**src/rtl/rr_arb_pkg.sv**
```systemverilog
// Shared helpers for the round-robin arbiter stage: index-width derivation
// and a reference rotate-and-pick winner function.
package rr_arb_pkg;

  localparam int MAX_REQ = 64;

  // Index width for n requesters; a single requester still gets one bit.
  function automatic int idx_width(input int n);
    return (n == 1) ? 1 : $clog2(n);
  endfunction

  // One-hot winner of a circular search starting at ptr over the low n bits.
  function automatic logic [MAX_REQ-1:0] rotate_pick(input logic [MAX_REQ-1:0] req,
                                                     input int n,
                                                     input int ptr);
    logic [MAX_REQ-1:0] win;
    int k;
    win = '0;
    for (int j = 0; j < n; j++) begin
      k = (ptr + j) % n;
      if (req[6'(k)] && (win == '0)) win[6'(k)] = 1'b1;
    end
    return win;
  endfunction

endpackage

```
**src/rtl/rr_prio_select.sv**
```systemverilog
// Combinational round-robin priority select. The request vector is doubled:
// the low copy is masked to requesters at or above ptr, the high copy is the
// full vector, so the lowest set bit of the doubled vector is the first
// requester found searching ptr, ptr+1, ... with wrap-around.
module rr_prio_select
  import rr_arb_pkg::*;
#(
  parameter int NUM_REQ   = 4,
  parameter int IDX_WIDTH = idx_width(NUM_REQ)
) (
  input  logic [NUM_REQ-1:0]   req,
  input  logic [IDX_WIDTH-1:0] ptr,
  output logic [NUM_REQ-1:0]   win,
  output logic [IDX_WIDTH-1:0] win_idx
);

  logic [NUM_REQ-1:0]   mask;
  logic [2*NUM_REQ-1:0] dbl;

  // Thermometer mask keeping only requesters at or above the pointer.
  always_comb begin
    mask = '0;
    for (int i = 0; i < NUM_REQ; i++) begin
      mask[i] = (i >= int'(ptr));
    end
  end

  assign dbl = {req, req & mask};

  // Lowest set bit of the doubled vector, folded back into requester range.
  always_comb begin
    win     = '0;
    win_idx = '0;
    for (int i = 2*NUM_REQ-1; i >= 0; i--) begin
      if (dbl[i]) begin
        win              = '0;
        win[i % NUM_REQ] = 1'b1;
        win_idx          = IDX_WIDTH'(i % NUM_REQ);
      end
    end
  end

endmodule

```
**src/rtl/rr_arb_stage.sv**
```systemverilog
// N-requester round-robin arbiter feeding a single registered output stage.
// Optional simulation-only protocol assertions are compiled in when the
// RR_ARB_STAGE_ASSERT_EN macro is defined.
module rr_arb_stage
  import rr_arb_pkg::*;
#(
  parameter int NUM_REQ    = 4,
  parameter int DATA_WIDTH = 32,
  parameter int IDX_WIDTH  = idx_width(NUM_REQ)
) (
  input  logic                          clk_i,
  input  logic                          rst_i,
  input  logic [NUM_REQ-1:0]            req_valid_i,
  input  logic [NUM_REQ*DATA_WIDTH-1:0] req_data_i,
  output logic [NUM_REQ-1:0]            req_ready_o,
  output logic                          out_valid_o,
  input  logic                          out_ready_i,
  output logic [DATA_WIDTH-1:0]         out_data_o,
  output logic [IDX_WIDTH-1:0]          out_idx_o,
  output logic [NUM_REQ-1:0]            out_gnt_o
);

  logic [IDX_WIDTH-1:0]  ptr;
  logic [IDX_WIDTH-1:0]  ptr_next;
  logic [NUM_REQ-1:0]    win;
  logic [IDX_WIDTH-1:0]  win_idx;
  logic [DATA_WIDTH-1:0] win_data;
  logic                  load;

  rr_prio_select #(
    .NUM_REQ   (NUM_REQ),
    .IDX_WIDTH (IDX_WIDTH)
  ) u_sel (
    .req     (req_valid_i),
    .ptr     (ptr),
    .win     (win),
    .win_idx (win_idx)
  );

  // The stage can take a new word when it is empty or being drained now.
  assign load        = !out_valid_o || out_ready_i;
  assign req_ready_o = rst_i ? '0 : (win & {NUM_REQ{load}});
  assign ptr_next    = (win_idx == IDX_WIDTH'(NUM_REQ-1)) ? '0 : win_idx + IDX_WIDTH'(1);

  // Payload mux steered by the one-hot winner.
  always_comb begin
    win_data = '0;
    for (int k = 0; k < NUM_REQ; k++) begin
      if (win[k]) win_data = req_data_i[k*DATA_WIDTH +: DATA_WIDTH];
    end
  end

  // Output register and priority pointer, advanced only when a winner loads.
  always_ff @(posedge clk_i) begin
    if (rst_i) begin
      out_valid_o <= 1'b0;
      out_data_o  <= '0;
      out_idx_o   <= '0;
      out_gnt_o   <= '0;
      ptr         <= '0;
    end else if (load) begin
      if (win != '0) begin
        out_valid_o <= 1'b1;
        out_data_o  <= win_data;
        out_idx_o   <= win_idx;
        out_gnt_o   <= win;
        ptr         <= ptr_next;
      end else begin
        out_valid_o <= 1'b0;
      end
    end
  end

`ifdef RR_ARB_STAGE_ASSERT_EN
  a_ready_onehot0: assert property (@(posedge clk_i) disable iff (rst_i)
    $onehot0(req_ready_o))
    else $error("%m: req_ready_o is not one-hot-or-zero");

  a_gnt_onehot: assert property (@(posedge clk_i) disable iff (rst_i)
    out_valid_o |-> $onehot(out_gnt_o))
    else $error("%m: out_gnt_o is not one-hot while out_valid_o");

  a_gnt_matches_idx: assert property (@(posedge clk_i) disable iff (rst_i)
    out_valid_o |-> out_gnt_o[out_idx_o])
    else $error("%m: out_gnt_o does not match out_idx_o");

  a_out_stable: assert property (@(posedge clk_i) disable iff (rst_i)
    (out_valid_o && !out_ready_i) |=> (out_valid_o && $stable(out_data_o) &&
                                        $stable(out_idx_o) && $stable(out_gnt_o)))
    else $error("%m: output changed under backpressure");

  for (genvar g = 0; g < NUM_REQ; g++) begin : g_hold
    a_upstream_hold: assert property (@(posedge clk_i) disable iff (rst_i)
      (req_valid_i[g] && !req_ready_o[g]) |=> req_valid_i[g])
      else $error("%m: requester dropped valid before being accepted");
  end
`endif

endmodule

```
**config.mk**
```make
export PLATFORM = sky130hd
export DESIGN_NAME = rr_arb_stage
export DESIGN_NICKNAME = d
export VERILOG_FILES = /design/src/rtl/rr_arb_pkg.sv /design/src/rtl/rr_prio_select.sv /design/src/rtl/rr_arb_stage.sv
export SDC_FILE = /design/constraint.sdc
export NUM_CORES = 1
export LEC_CHECK = 0
export BUFFER_PORTS_ARGS = -buffer_cell sky130_fd_sc_hd__buf_2
export CORE_ASPECT_RATIO = 1.5
export CORE_MARGIN = 10
export CORE_UTILIZATION = 47
export CTS_CLUSTER_SIZE = 10
export DETAILED_ROUTE_END_ITERATION = 16
export PLACE_DENSITY = 0.87
export SYNTH_ARGS = -nofsm -noshare
export SYNTH_HDL_FRONTEND = slang
export SYNTH_SLANG_ARGS = --single-unit
export TNS_END_PERCENT = 5
```
**constraint.sdc**
```tcl
create_clock -name clk_i -period 6.4 [get_ports clk_i]
set_input_delay 1.92 -clock clk_i [delete_from_list [all_inputs] [get_ports clk_i]]
set_output_delay 1.92 -clock clk_i [all_outputs]
set_load 0.02 [all_outputs]
```
# [After elaboration in Yosys (flattened, before gate mapping)]
# Cells that the tools add are included.
[classes] bitwise_logic=2 n_reduce_logical=4 muxes=23 n_eq_ne=1 n_lt_le_gt_ge=3 add_sub_neg=1
[ops] op="32-bit two-way mux" count=4
[ops] op="4-bit two-way mux" count=9
[ops] op="2-bit two-way mux" count=9
[ops] op="4-bit AND" count=2
[ops] op="1-bit by 2-bit greater-or-equal comparator with 1-bit output (first input constant)" count=2
[ops] op="4-bit nonzero test" count=1
[ops] op="2-bit by 1-bit adder with 2-bit output (second input constant)" count=1
[ops] op="2-bit equality test (second input constant)" count=1
[ops] op="2-bit greater-or-equal comparator (first input constant)" count=1
[ops] op="2-bit AND reduction" count=1
[ops] op="1-bit logical NOT" count=1
[ops] op="1-bit logical OR" count=1
[ops] op="1-bit two-way mux" count=1
[word_totals] elab_cells=39 out_inout_bits=43 reg_bits=41 in_bits=135

# [Depth between registers and ports, before layout]
[depth] depth_word=12 ltp_mapped=8 mapped_depth_nobuf=5

# [Modules after synthesis]
# Synthesis repeated with hierarchy kept, for this count alone.
[hier_totals] cells_unflattened=263 area_unflattened_um2=2611.3
[by_module_without_submodules] module="rr_arb_stage" n_inst=1 area_each_um2=2423.6 seq_area_each_um2=820.8 cells_per_inst=233
[by_module_without_submodules] module="rr_prio_select" n_inst=1 area_each_um2=187.7 seq_area_each_um2=0.0 cells_per_inst=30

# [Worst setup path after synthesis]
# Ideal clock, no wire load.
[synth_path] path_kind="input -> output" from="in req_valid_i[2]" to="out req_ready_o[3]" cell_stages=6 arrival_time_ns=2.986 n_path_buf=2 t_required_ns=4.480 path_slack_ns=1.494 path_cell_list="inv_1 a21oi_4 or2_1 buf_4 buf_6 nor2_1"
[synth_between] elab_chain_len=9 word_cells_on_any_way=10
[synth_lines] element="from (decl)" line="rr_arb_stage.sv:13" text="input logic [NUM_REQ-1:0] req_valid_i,"
[synth_lines] element="4-bit two-way mux (4 in a row)" line="rr_prio_select.sv:35" text="if (dbl[i]) begin"
[synth_lines] element="4-bit two-way mux * (3 in a row)" line="rr_prio_select.sv:35"
[synth_lines] element="4-bit AND *" line="rr_arb_stage.sv:42" text="assign req_ready_o = rst_i ? '0 : (win & {NUM_REQ{load}});"
[synth_lines] element="4-bit two-way mux *" line="rr_arb_stage.sv:42"
[synth_lines] element="to (decl)" line="rr_arb_stage.sv:15" text="output logic [NUM_REQ-1:0] req_ready_o,"
# Every way passes the cells marked *; elsewhere a longest branch is shown, timed or not.

# [Worst setup path after layout]
[layout_path] from="in rst_i" to="out req_ready_o[2]"
[layout_between] elab_chain_len=1
[layout_lines] element="from (decl)" line="rr_arb_stage.sv:12" text="input logic rst_i,"
[layout_lines] element="4-bit two-way mux" line="rr_arb_stage.sv:42"
# No other way between the ends.

==> impl_metrics.tcl <==
set metrics [dict create \
    gp_congestion 0.908 \
    synth_seq_cells 41 \
    areaGrowthSynthToFinish_pct 31.8 \
    fmax_ghz 0.204 \
    synth_cells 338 \
    vias 3339 \
    dp_hpwl_um 8160 \
    tns_ps 0 \
    grt_max_degree 47 \
    crit_arrival_ps 2970 \
    insertion_delay_ps 280 \
    first_pass_iters 7 \
    irDropWorstVdd_mv 0.122 \
    post-route-util 0.649 \
    cts_tree "built" \
    slew_viol_final 0 \
    holdPathStages 2 \
    core_region_area_um2 5870 \
    synth_ff_type "dfxtp_1" \
    power_density_nw_per_um2 206 \
    cts_made_buffers 5 \
    fin_ws_ps 1510 \
    initial_core_util 0.493 \
    synth_edf_count 0 \
    io_buffers 177 \
    critPathKind "in -> out" \
    worstMarginPinSlew_ps 987 \
    track_usage 0.203 \
    hold_violations 0 \
    first_iter_violations 254 \
    postRouteAntennaNets 0 \
    slew_headroom 0.341 \
    cts_buffer_depth 2 \
    insertedDiodeCount 0 \
    cts_resized 0 \
    cts_hold_buffers 0 \
    critical_path.startpoint_type "primary input" \
    grt_pass1_vias 3400 \
    drive_gt1_frac 0.444 \
    min_to "out_idx_o[1]" \
    nets 629 \
    htreeDepth 2 \
    drc 0 \
    root_buffer "clkbuf_8" \
    die_height_um 116 \
    worst_ep_required_time_ps 4480 \
    p_leak_nw 1.75 \
    crit_fanout 46 \
    setup_viol 0 \
    cts.sinks 41 \
    synth_seq_area_share 0.284 \
    maxCapViolations 0 \
    r2r_cells 6 \
    cts_post_setup_buffers_inserted 0 \
    drt-total-wl_um 10900 \
    antenna_found_initial 0 \
    finalCriticalPeriod_ps 4890 \
    rrSetupSlack_ps 4130 \
    boundaryPins 178 \
    viasPerCell 5.89 \
    synth_area_leader_cell "dfxtp_1" \
    syn_avg_cell_area_um2 8.55 \
    ys_types 46 \
    ys.warnings.count 0 \
    finClkSkew_ps 5.64 \
    clk_pin_slew_ps 80 \
    row_count 34 \
    rsz0062_at_grt "no" \
    die_w_um 84.0 \
    gr-total-overflow 0 \
    end_kind "output pin" \
    netlist_area_um2 2890 \
    p_total_uw 785 \
    status "finished, final reports clean" \
    worst_hold_path_type "reg -> reg" \
    dieArea_um2 9750 \
    reg2reg_to "out_data_o[4]" \
    routedWlPerCell_um 19.2 \
    r2r_start "out_valid_o" \
    synthArstFlopShare 0 \
    synth_nets 473 \
    hold_ws_ps 461 \
    hp-start "out_idx_o[1]" \
    grt_pass1_wl_um 16700 \
    dp_slack_ps 1510 \
    synth_top_area_frac 0.284 \
    period_share 0.764 \
    netlist_top_cells_area "dfxtp_1 28%, a2111oi_2 10%, o21bai_1 8.0%" \
]
[power by group]
| group | internal (mW) | total (mW) | switching [mW] |
|---|---|---|---|
| clock network | 0.0757 | 0.162 | 0.0862 |
| logic | 0.129 | 0.318 | 0.189 |
| registers | 0.285 | 0.305 | 0.0202 |
[cells by family after synthesis]
kind of cell / Yosys count / share of synthesized area
buf+inv: 56 / 0.0969
simple gates: 93 / 0.178
flops: 41 / 0.284
compound gates: 148 / 0.441
[worst max path at each step]
stage / startpoint / end / depth (start not counted)
finish: rst_i / req_ready_o[2] / 4
detailed placement: rst_i / req_ready_o[2] / 4
global route: rst_i / req_ready_o[1] / 4
global placement: rst_i / req_ready_o[2] / 4
CTS: rst_i / req_ready_o[2] / 4
floorplan: req_valid_i[2] / req_ready_o[3] / 6
[cell usage in the layout, fill, tap and decap left out, types with 2 or more instances in the layout]
| cell type | n |
|---|---|
| buf_2 | 177 |
| and2_1 | 16 |
| a222oi_1 | 8 |
| nand2b_1 | 3 |
| o41ai_1 | 4 |
| nand2_1 | 12 |
| a211oi_1 | 28 |
| o21ai_1 | 2 |
| dfxtp_1 | 41 |
| a221oi_1 | 4 |
| a2111oi_2 | 20 |
| o31ai_1 | 20 |
| nor2_1 | 11 |
| a21oi_1 | 8 |
| nand3b_1 | 4 |
| clkinv_2 | 2 |
| nor2b_1 | 4 |
| a21oi_4 | 2 |
| nor3_1 | 28 |
| o21ai_0 | 9 |
| clkbuf_8 | 5 |
| and2_0 | 7 |
| buf_4 | 6 |
| o21bai_1 | 31 |
| inv_1 | 22 |
[cell usage after synthesis (2+ instances only)]
cell       number
o21ai_0         9
o41ai_1         4
inv_1          22
o21bai_1       31
nand2b_1        3
nor3_1         28
buf_6           4
clkbuf_1       12
o21ai_1         2
buf_4           7
nor2_1         11
nand3b_1        4
nor2b_1         4
a221oi_1        4
and2_1         16
a21oi_1         8
o31ai_1        20
a211oi_1       28
and2_0          7
nand2_1        12
buf_2          11
dfxtp_1        41
a222oi_1        8
a2111oi_2      20
[flip-flops by register name, indices dropped and copies added, names as in the netlist]
register and count:
out_data_o 32, out_gnt_o 4, out_idx_o 2, ptr 2, out_valid_o 1
[worst max-delay path, stage by stage]
cell      delay, ps
buf_2           560
nand2b_1        250
nor4_1           60
buf_2           170
[layout make-up]
cell class                 instances  area [um^2]
fill                             502         2060
timing repair buffer             183          931
clock inverter                     2         10.0
clock buffer                       6         72.6
tap                               72         90.1
inverter                          22         82.6
multi-input combinational        241         1800
sequential                        41          821
[layer usage]
layer / GRT usage / up-vias / part of all wire
met4: 0.0817 / 0 / 0.021
met2: 0.358 / 173 / 0.50
met3: 0.0765 / 14 / 0.11
li1: - / 1603 / -
met5: 0 / - / 0
met1: 0.213 / 1549 / 0.37
[per-stage QoR]
stage	instances	instance area [um^2]
CTS	567	3810
detailed placement	559	3730
floorplan	338	2890
global placement	559	3730
global route	567	3810
finish	567	3810
No activity file was read; power rests on OpenSTA's default activity.
